**config.mk**
```make
export PLATFORM = sky130hd
export DESIGN_NAME = grid_signature_collector
export DESIGN_NICKNAME = d
export VERILOG_FILES = /design/src/rtl/grid_collect_pkg.sv /design/src/rtl/grid_byte_fifo.sv /design/src/rtl/grid_signature_collector.sv
export SDC_FILE = /design/constraint.sdc
export NUM_CORES = 1
export LEC_CHECK = 0
export ABC_AREA = 1
export CAP_MARGIN = 30
export CORE_ASPECT_RATIO = 0.7
export CORE_UTILIZATION = 60
export CTS_BUF_LIST = sky130_fd_sc_hd__clkbuf_16
export DETAILED_ROUTE_END_ITERATION = 10
export PLACE_DENSITY = 0.77
export SLEW_MARGIN = 10
export SYNTH_ARGS = -nofsm -noshare
export SYNTH_HDL_FRONTEND = slang
export SYNTH_SLANG_ARGS = --single-unit
```
**constraint.sdc**
```tcl
create_clock -name clk -period 2.6 [get_ports clk]
set_clock_uncertainty 0.05 [all_clocks]
set_input_delay 0.39 -clock clk [delete_from_list [all_inputs] [get_ports clk]]
set_output_delay 0.39 -clock clk [all_outputs]
set_load 0.01 [all_outputs]
```
**src/rtl/grid_collect_pkg.sv**
```systemverilog
// Shared types and helpers for the grid signature collector: FSM state,
// the running signature of a capture window and its byte serialisation.
package grid_collect_pkg;

    localparam int BYTE_W       = 8;
    localparam int SUM_W        = 16;
    localparam int RECORD_BYTES = 4;

    // Counts samples 0..255, enough for the largest legal window of 256.
    localparam int SAMPLE_CNT_W = 8;
    localparam int BYTE_IDX_W   = $clog2(RECORD_BYTES);

    typedef enum logic [1:0] {
        IDLE    = 2'd0,
        CAPTURE = 2'd1,
        PACK    = 2'd2
    } state_e;

    // Running signature of one window.
    typedef struct packed {
        logic [SUM_W-1:0]  sum;
        logic [BYTE_W-1:0] xor_acc;
        logic [BYTE_W-1:0] max_val;
    } signature_t;

    // Fold one sample into the signature: modular sum, xor, unsigned max.
    function automatic signature_t sample_update(input signature_t sig,
                                                 input logic [BYTE_W-1:0] sample);
        signature_t nxt;
        nxt.sum     = sig.sum + SUM_W'(sample);
        nxt.xor_acc = sig.xor_acc ^ sample;
        nxt.max_val = (sample > sig.max_val) ? sample : sig.max_val;
        return nxt;
    endfunction

    // Record byte order: sum high, sum low, xor, max.
    function automatic logic [BYTE_W-1:0] record_byte(input signature_t sig,
                                                      input logic [BYTE_IDX_W-1:0] idx);
        logic [BYTE_W-1:0] b;
        case (idx)
            BYTE_IDX_W'(0): b = sig.sum[SUM_W-1 -: BYTE_W];
            BYTE_IDX_W'(1): b = sig.sum[BYTE_W-1:0];
            BYTE_IDX_W'(2): b = sig.xor_acc;
            default:        b = sig.max_val;
        endcase
        return b;
    endfunction

endpackage

```
**src/rtl/grid_byte_fifo.sv**
```systemverilog
// Synchronous byte FIFO with a registered head. The head register always
// holds the oldest entry while non-empty, so the consumer sees a flop output.
// Push is refused when full and pop is ignored when empty; a pop on a full
// cycle only makes room for the following cycle.
module grid_byte_fifo #(
    parameter int WIDTH = 8,
    parameter int DEPTH = 4
) (
    input  logic             clk,
    input  logic             rst,
    input  logic             push,
    input  logic [WIDTH-1:0] wdata,
    input  logic             pop,
    output logic             full,
    output logic             empty,
    output logic [WIDTH-1:0] head
);

    localparam int PTR_W = $clog2(DEPTH);
    localparam int CNT_W = PTR_W + 1;

    logic [WIDTH-1:0] mem_q [DEPTH];

    logic [PTR_W-1:0] wr_ptr_q, wr_ptr_d;
    logic [PTR_W-1:0] rd_ptr_q, rd_ptr_d;
    logic [CNT_W-1:0] count_q,  count_d;
    logic             full_q,   full_d;
    logic             empty_q,  empty_d;
    logic [WIDTH-1:0] head_q,   head_d;

    logic push_ok;
    logic pop_ok;

    assign push_ok = push && !full_q;
    assign pop_ok  = pop  && !empty_q;

    // Next-state for pointers, occupancy flags and the head register.
    always_comb begin
        // NOTE: every signal gets a default first so no path leaves it unassigned and no latch is inferred.
        wr_ptr_d = wr_ptr_q;
        rd_ptr_d = rd_ptr_q;
        head_d   = head_q;
        count_d  = count_q + CNT_W'(push_ok) - CNT_W'(pop_ok);

        if (push_ok) begin
            wr_ptr_d = wr_ptr_q + PTR_W'(1);
        end

        if (pop_ok) begin
            rd_ptr_d = rd_ptr_q + PTR_W'(1);
            if (count_q == CNT_W'(1)) begin
                // Last stored entry leaves; a simultaneous push becomes the new head.
                if (push_ok) begin
                    head_d = wdata;
                end
            end else begin
                head_d = mem_q[rd_ptr_q + PTR_W'(1)];
            end
        end else if (push_ok && empty_q) begin
            head_d = wdata;
        end

        full_d  = (count_d == CNT_W'(DEPTH));
        empty_d = (count_d == '0);
    end

    // Storage array: written on accepted pushes only.
    always_ff @(posedge clk) begin
        // NOTE: the storage array is deliberately not reset; nothing is read from it until the pointers mark it valid.
        if (push_ok) begin
            mem_q[wr_ptr_q] <= wdata;
        end
    end

    // Pointer, occupancy and head registers with synchronous reset.
    always_ff @(posedge clk) begin
        // NOTE: sequential state uses non-blocking assignments so every flop samples pre-edge values.
        if (rst) begin
            wr_ptr_q <= '0;
            rd_ptr_q <= '0;
            count_q  <= '0;
            full_q   <= 1'b0;
            empty_q  <= 1'b1;
            head_q   <= '0;
        end else begin
            wr_ptr_q <= wr_ptr_d;
            rd_ptr_q <= rd_ptr_d;
            count_q  <= count_d;
            full_q   <= full_d;
            empty_q  <= empty_d;
            head_q   <= head_d;
        end
    end

    assign full  = full_q;
    assign empty = empty_q;
    assign head  = head_q;

endmodule

```
**src/rtl/grid_signature_collector.sv**
```systemverilog
// Captures a window of NUM_SAMPLES bytes from the grid core array, folds
// them into a sum/xor/max signature and streams it out as a 4-byte record
// through a small output FIFO. busy and done come straight from flops and
// out_data/out_valid from the FIFO's registers, so data_in never reaches an
// output combinationally.
module grid_signature_collector
    import grid_collect_pkg::*;
#(
    parameter int NUM_SAMPLES = 64,
    parameter int FIFO_DEPTH  = 4
) (
    input  logic              clk,
    input  logic              rst,
    input  logic [BYTE_W-1:0] data_in,
    input  logic              start,
    output logic [BYTE_W-1:0] out_data,
    output logic              out_valid,
    input  logic              out_ready,
    output logic              busy,
    output logic              done
);

    localparam logic [SAMPLE_CNT_W-1:0] LAST_SAMPLE = SAMPLE_CNT_W'(NUM_SAMPLES - 1);
    localparam logic [BYTE_IDX_W-1:0]   LAST_BYTE   = BYTE_IDX_W'(RECORD_BYTES - 1);

    state_e                  state_q;
    signature_t              sig_q;
    logic [SAMPLE_CNT_W-1:0] cnt_q;
    logic [BYTE_IDX_W-1:0]   idx_q;
    logic                    busy_q;
    logic                    done_q;

    logic              fifo_full;
    logic              fifo_empty;
    logic [BYTE_W-1:0] fifo_head;
    logic              fifo_push;
    logic              fifo_pop;
    logic [BYTE_W-1:0] push_byte;

    // One record byte per cycle while packing, held back whenever the FIFO is full.
    assign fifo_push = (state_q == PACK) && !fifo_full;
    assign push_byte = record_byte(sig_q, idx_q);
    assign fifo_pop  = !fifo_empty && out_ready;

    // Window FSM: start -> capture NUM_SAMPLES samples -> pack 4 bytes -> idle.
    always_ff @(posedge clk) begin
        if (rst) begin
            state_q <= IDLE;
            sig_q   <= '0;
            cnt_q   <= '0;
            idx_q   <= '0;
            busy_q  <= 1'b0;
            done_q  <= 1'b0;
        end else begin
            done_q <= 1'b0;
            case (state_q)
                IDLE: begin
                    if (start) begin
                        state_q <= CAPTURE;
                        busy_q  <= 1'b1;
                        sig_q   <= '0;
                        cnt_q   <= '0;
                    end
                end
                CAPTURE: begin
                    sig_q <= sample_update(sig_q, data_in);
                    cnt_q <= cnt_q + SAMPLE_CNT_W'(1);
                    if (cnt_q == LAST_SAMPLE) begin
                        state_q <= PACK;
                        idx_q   <= '0;
                    end
                end
                PACK: begin
                    if (!fifo_full) begin
                        idx_q <= idx_q + BYTE_IDX_W'(1);
                        if (idx_q == LAST_BYTE) begin
                            state_q <= IDLE;
                            busy_q  <= 1'b0;
                            done_q  <= 1'b1;
                        end
                    end
                end
                default: begin
                    state_q <= IDLE;
                    busy_q  <= 1'b0;
                end
            endcase
        end
    end

    grid_byte_fifo #(
        .WIDTH (BYTE_W),
        .DEPTH (FIFO_DEPTH)
    ) u_fifo (
        .clk   (clk),
        .rst   (rst),
        .push  (fifo_push),
        .wdata (push_byte),
        .pop   (fifo_pop),
        .full  (fifo_full),
        .empty (fifo_empty),
        .head  (fifo_head)
    );

    assign out_data  = fifo_head;
    assign out_valid = !fifo_empty;
    assign busy      = busy_q;
    assign done      = done_q;

endmodule

```
==> qor.yml <==
leakagePower_nw: 2.347
top_level_ports: 23
ys.flop_type: "dfxtp_1"
rsz0062_at_grt: "false"
setup_violations: 0
syn_area_um2: 4989
total_track_usage_pct: 28.08
synth-edff-count: 32
floorplan.initialDensity_pct: 62.57
antenna_cells_inserted: 0
wirelength_um: 11330
pin_count_of_the_biggest_net_entering_global_routing: 34
post_synth_xor_area_fraction_pct: 0.1756
worst-setup-path-type: "in2reg"
layout_worst_path_cycle_share_pct: 87.37
remaining_drc_errors: 4
post_layout_nonfiller_instances: 767
antenna_violations_before_repair: 0
synth.top_cell.area_share_pct: 25.28
syn-num-nets: 682
postRouteAntennaNets: 0
failed_checks: "DRC"
dpl.hpwl_um: 8114
synth-simple-area-share_pct: 23.83
route.detailed.wl_per_inst_um: 14.77
timing.final.hold_violations: 0
power.density_nw_per_um2: 691.5
power_switching_w: 0.001115
number_of_global_route_vias_before_repair: 4018
run_status: "finished, violations left"
avgViaCountPerCell: 5.528
most_used_cells_in_the_layout_excluding_fill_and_tap_cells: "nand2_1, inv_1, dfxtp_1"
synth.mux.area_fraction_pct: 0
globalplace.congestion: 0.8858
grt_first_pass_wirelength_um: 19090
syn2layout_area_growth_pct: 12.39
worstPathRequired_ns: 2.78
drive_gt1_share_pct: 7.207
irDropWorstVdd_mv: 0.5147
gr-total-overflow: 0
critical_path_fanout_max: 7
synth.yosys.warnings: 0
p_seq_share_pct: 43.8
drt_pass1_iterations: 10
comb_power_share_pct: 19.4
floorplan.die.width_um: 111.0
tightestPinTransition_ns: 0.6893
cts_setup_buffers: 0
power_frac_clock_pct: 36.8
time_the_final_worst_path_needs_with_i_o_delays_and_setup_ns: 2.272
cts_made_buffers: 9
postSynthRegisterBits: 95
synth_top_area_cell: "dfxtp_1"
path_clk_slew_ns: 0.07
finalNetCount: 702
synth_area_leaders: "dfxtp_1, edfxtp_1, nand2_1"
cts-root-to-sink-buffers: 2
worstSetupEndpointType: "flip-flop"
syn-mean-instance-area_um2: 7.782
numPortBuffers: 22
dr.first_iter.drc_count: 328
number_of_pins_exceeding_their_max_slew_limit_in_the_final_report: 0
cellInternalPower_w: 0.002762
synth_seq_area_share_pct: 44.54
finalSetupTns_ns: 0
synth_compound_area_share_pct: 14.82
hold_buffers: 0
synth.lib_cells_used.distinct: 43
die_height_um: 78.29
combinational_family_with_the_most_area_after_synthesis: "simple AND/OR/NAND/NOR gates"
insertion_delay_ns: 0.35
synth_async_sr_flop_share_pct: 0
syn-instance-count: 641
clk_root_buffer_cell: "clkbuf_16"
core-area_um2: 7973
cts.repair.resized: 0
tritoncts: "built"
max_cap_violations: 0
cts-htree-levels: 3
critical_path_arrival_ns: 2.45
p_sw_share_pct: 28.76
cts_sinks: 95
worst_setup_path_start_kind: "input port"
layout_commonest_cell: "nand2_1"
place.detailed.instances: 751
fmax_mhz: 440.2
dr_total_vias: 4240
rows: 27
worst_hold_class: "reg2reg"
dieArea_um2: 8689
relSlewSlack_pct: 53.56
post_synth_fa_ha_maj_area_fraction_pct: 7.575
==> critical path, stage by stage <==
cell             delay (ns)
clkdlybuf4s50_1        0.52
ha_1                   0.22
inv_1                  0.07
fa_1                   0.39
o21ai_1                0.29
nand2_1                0.09
nand2_1                0.21
nand2_1                0.11
nand3_1                0.09
o21ai_0                0.08
==> metrics by stage <==
| step | util (%) | total power (W) | hold WS, ns | instance area [um^2] | setup slack (ns) |
|---|---|---|---|---|---|
| global placement | 66.32 | 0.002442 | 0.3876 | 5288 | 0.1263 |
| finish | 70.32 | 0.003877 | 0.4050 | 5607 | 0.3283 |
| global route | 70.32 | 0.004055 | 0.4209 | 5607 | 0.1923 |
| CTS | 70.32 | 0.003885 | 0.4007 | 5607 | 0.3618 |
| floorplan | - | 0.002256 | 0.3722 | 4989 | 0.7182 |
| detailed placement | 66.32 | 0.002472 | 0.3916 | 5288 | 0.01177 |
==> registers in the layout (all words and copies together) (netlist names) <==
name,flops
sig_q,32
u_fifo.mem_q,32
cnt_q,8
u_fifo.head,8
u_fifo.count_q,3
idx_q,2
state_q,2
u_fifo.rd_ptr_q,2
u_fifo.wr_ptr_q,2
busy,1
done,1
u_fifo.empty,1
u_fifo.full,1
==> power by group through the flow <==
stage / logic (W) / clock network [W] / registers [W]
after global placement: 0.000713 / 0 / 0.00173
after global routing: 0.000853 / 0.00149 / 0.00171
final: 0.000752 / 0.00143 / 0.00170
after detailed placement: 0.000741 / 0 / 0.00173
after CTS: 0.000748 / 0.00144 / 0.00170
after floorplan: 0.000535 / 0 / 0.00172
==> final timing paths <==
path / slack, ns / depth (start not counted) / from / to
max: 0.33 / 10 / data_in[0] / sig_q[24]
min: 0.40 / 1 / sig_q[10] / sig_q[10]
max reg2reg: 0.52 / 5 / idx_q[0] / u_fifo.mem_q[3][0]
min reg2reg: 0.40 / 1 / sig_q[10] / sig_q[10]
==> cells in the mapped netlist (all sizes together), types with 2 or more instances <==
cell      n
nand3    44
nand4     3
clkbuf    5
inv      86
nor2     54
o21ai    51
a211oi    4
a31oi     2
a22oi     5
o211ai    3
nor3      3
or2       6
nand3b    2
fa        2
nand2   163
a21oi    57
ha       27
o22ai     5
dfxtp    63
buf      16
edfxtp   32
a21o      2
==> cell families after synthesis <==
family | Yosys count
AOI/OAI and AO/OA | 132
xor gates and xnor gates | 1
adders and majority gates | 29
buffers and inverters | 108
DFF | 95
and+or+nand+nor | 276
==> per-layer routing <==
| layer | vias to the layer above | wire (um) | track usage [%] |
|---|---|---|---|
| met5 | - | 0 | 0 |
| met4 | 0 | 120 | 8.493 |
| met3 | 13 | 843 | 6.950 |
| met2 | 152 | 4907 | 43.71 |
| met1 | 1928 | 5454 | 38.81 |
| li1 | 2147 | - | - |
==> layout make-up <==
cell class / instances / area (um^2)
inverter: 87 / 331.6
tap: 101 / 126.4
multi-input combinational: 438 / 2315
fill: 638 / 2366
clock inverter: 7 / 93.84
timing repair buffer: 30 / 292.8
sequential: 95 / 2222
clock buffer: 9 / 225.2
No activity file was read; power rests on OpenSTA's default activity.
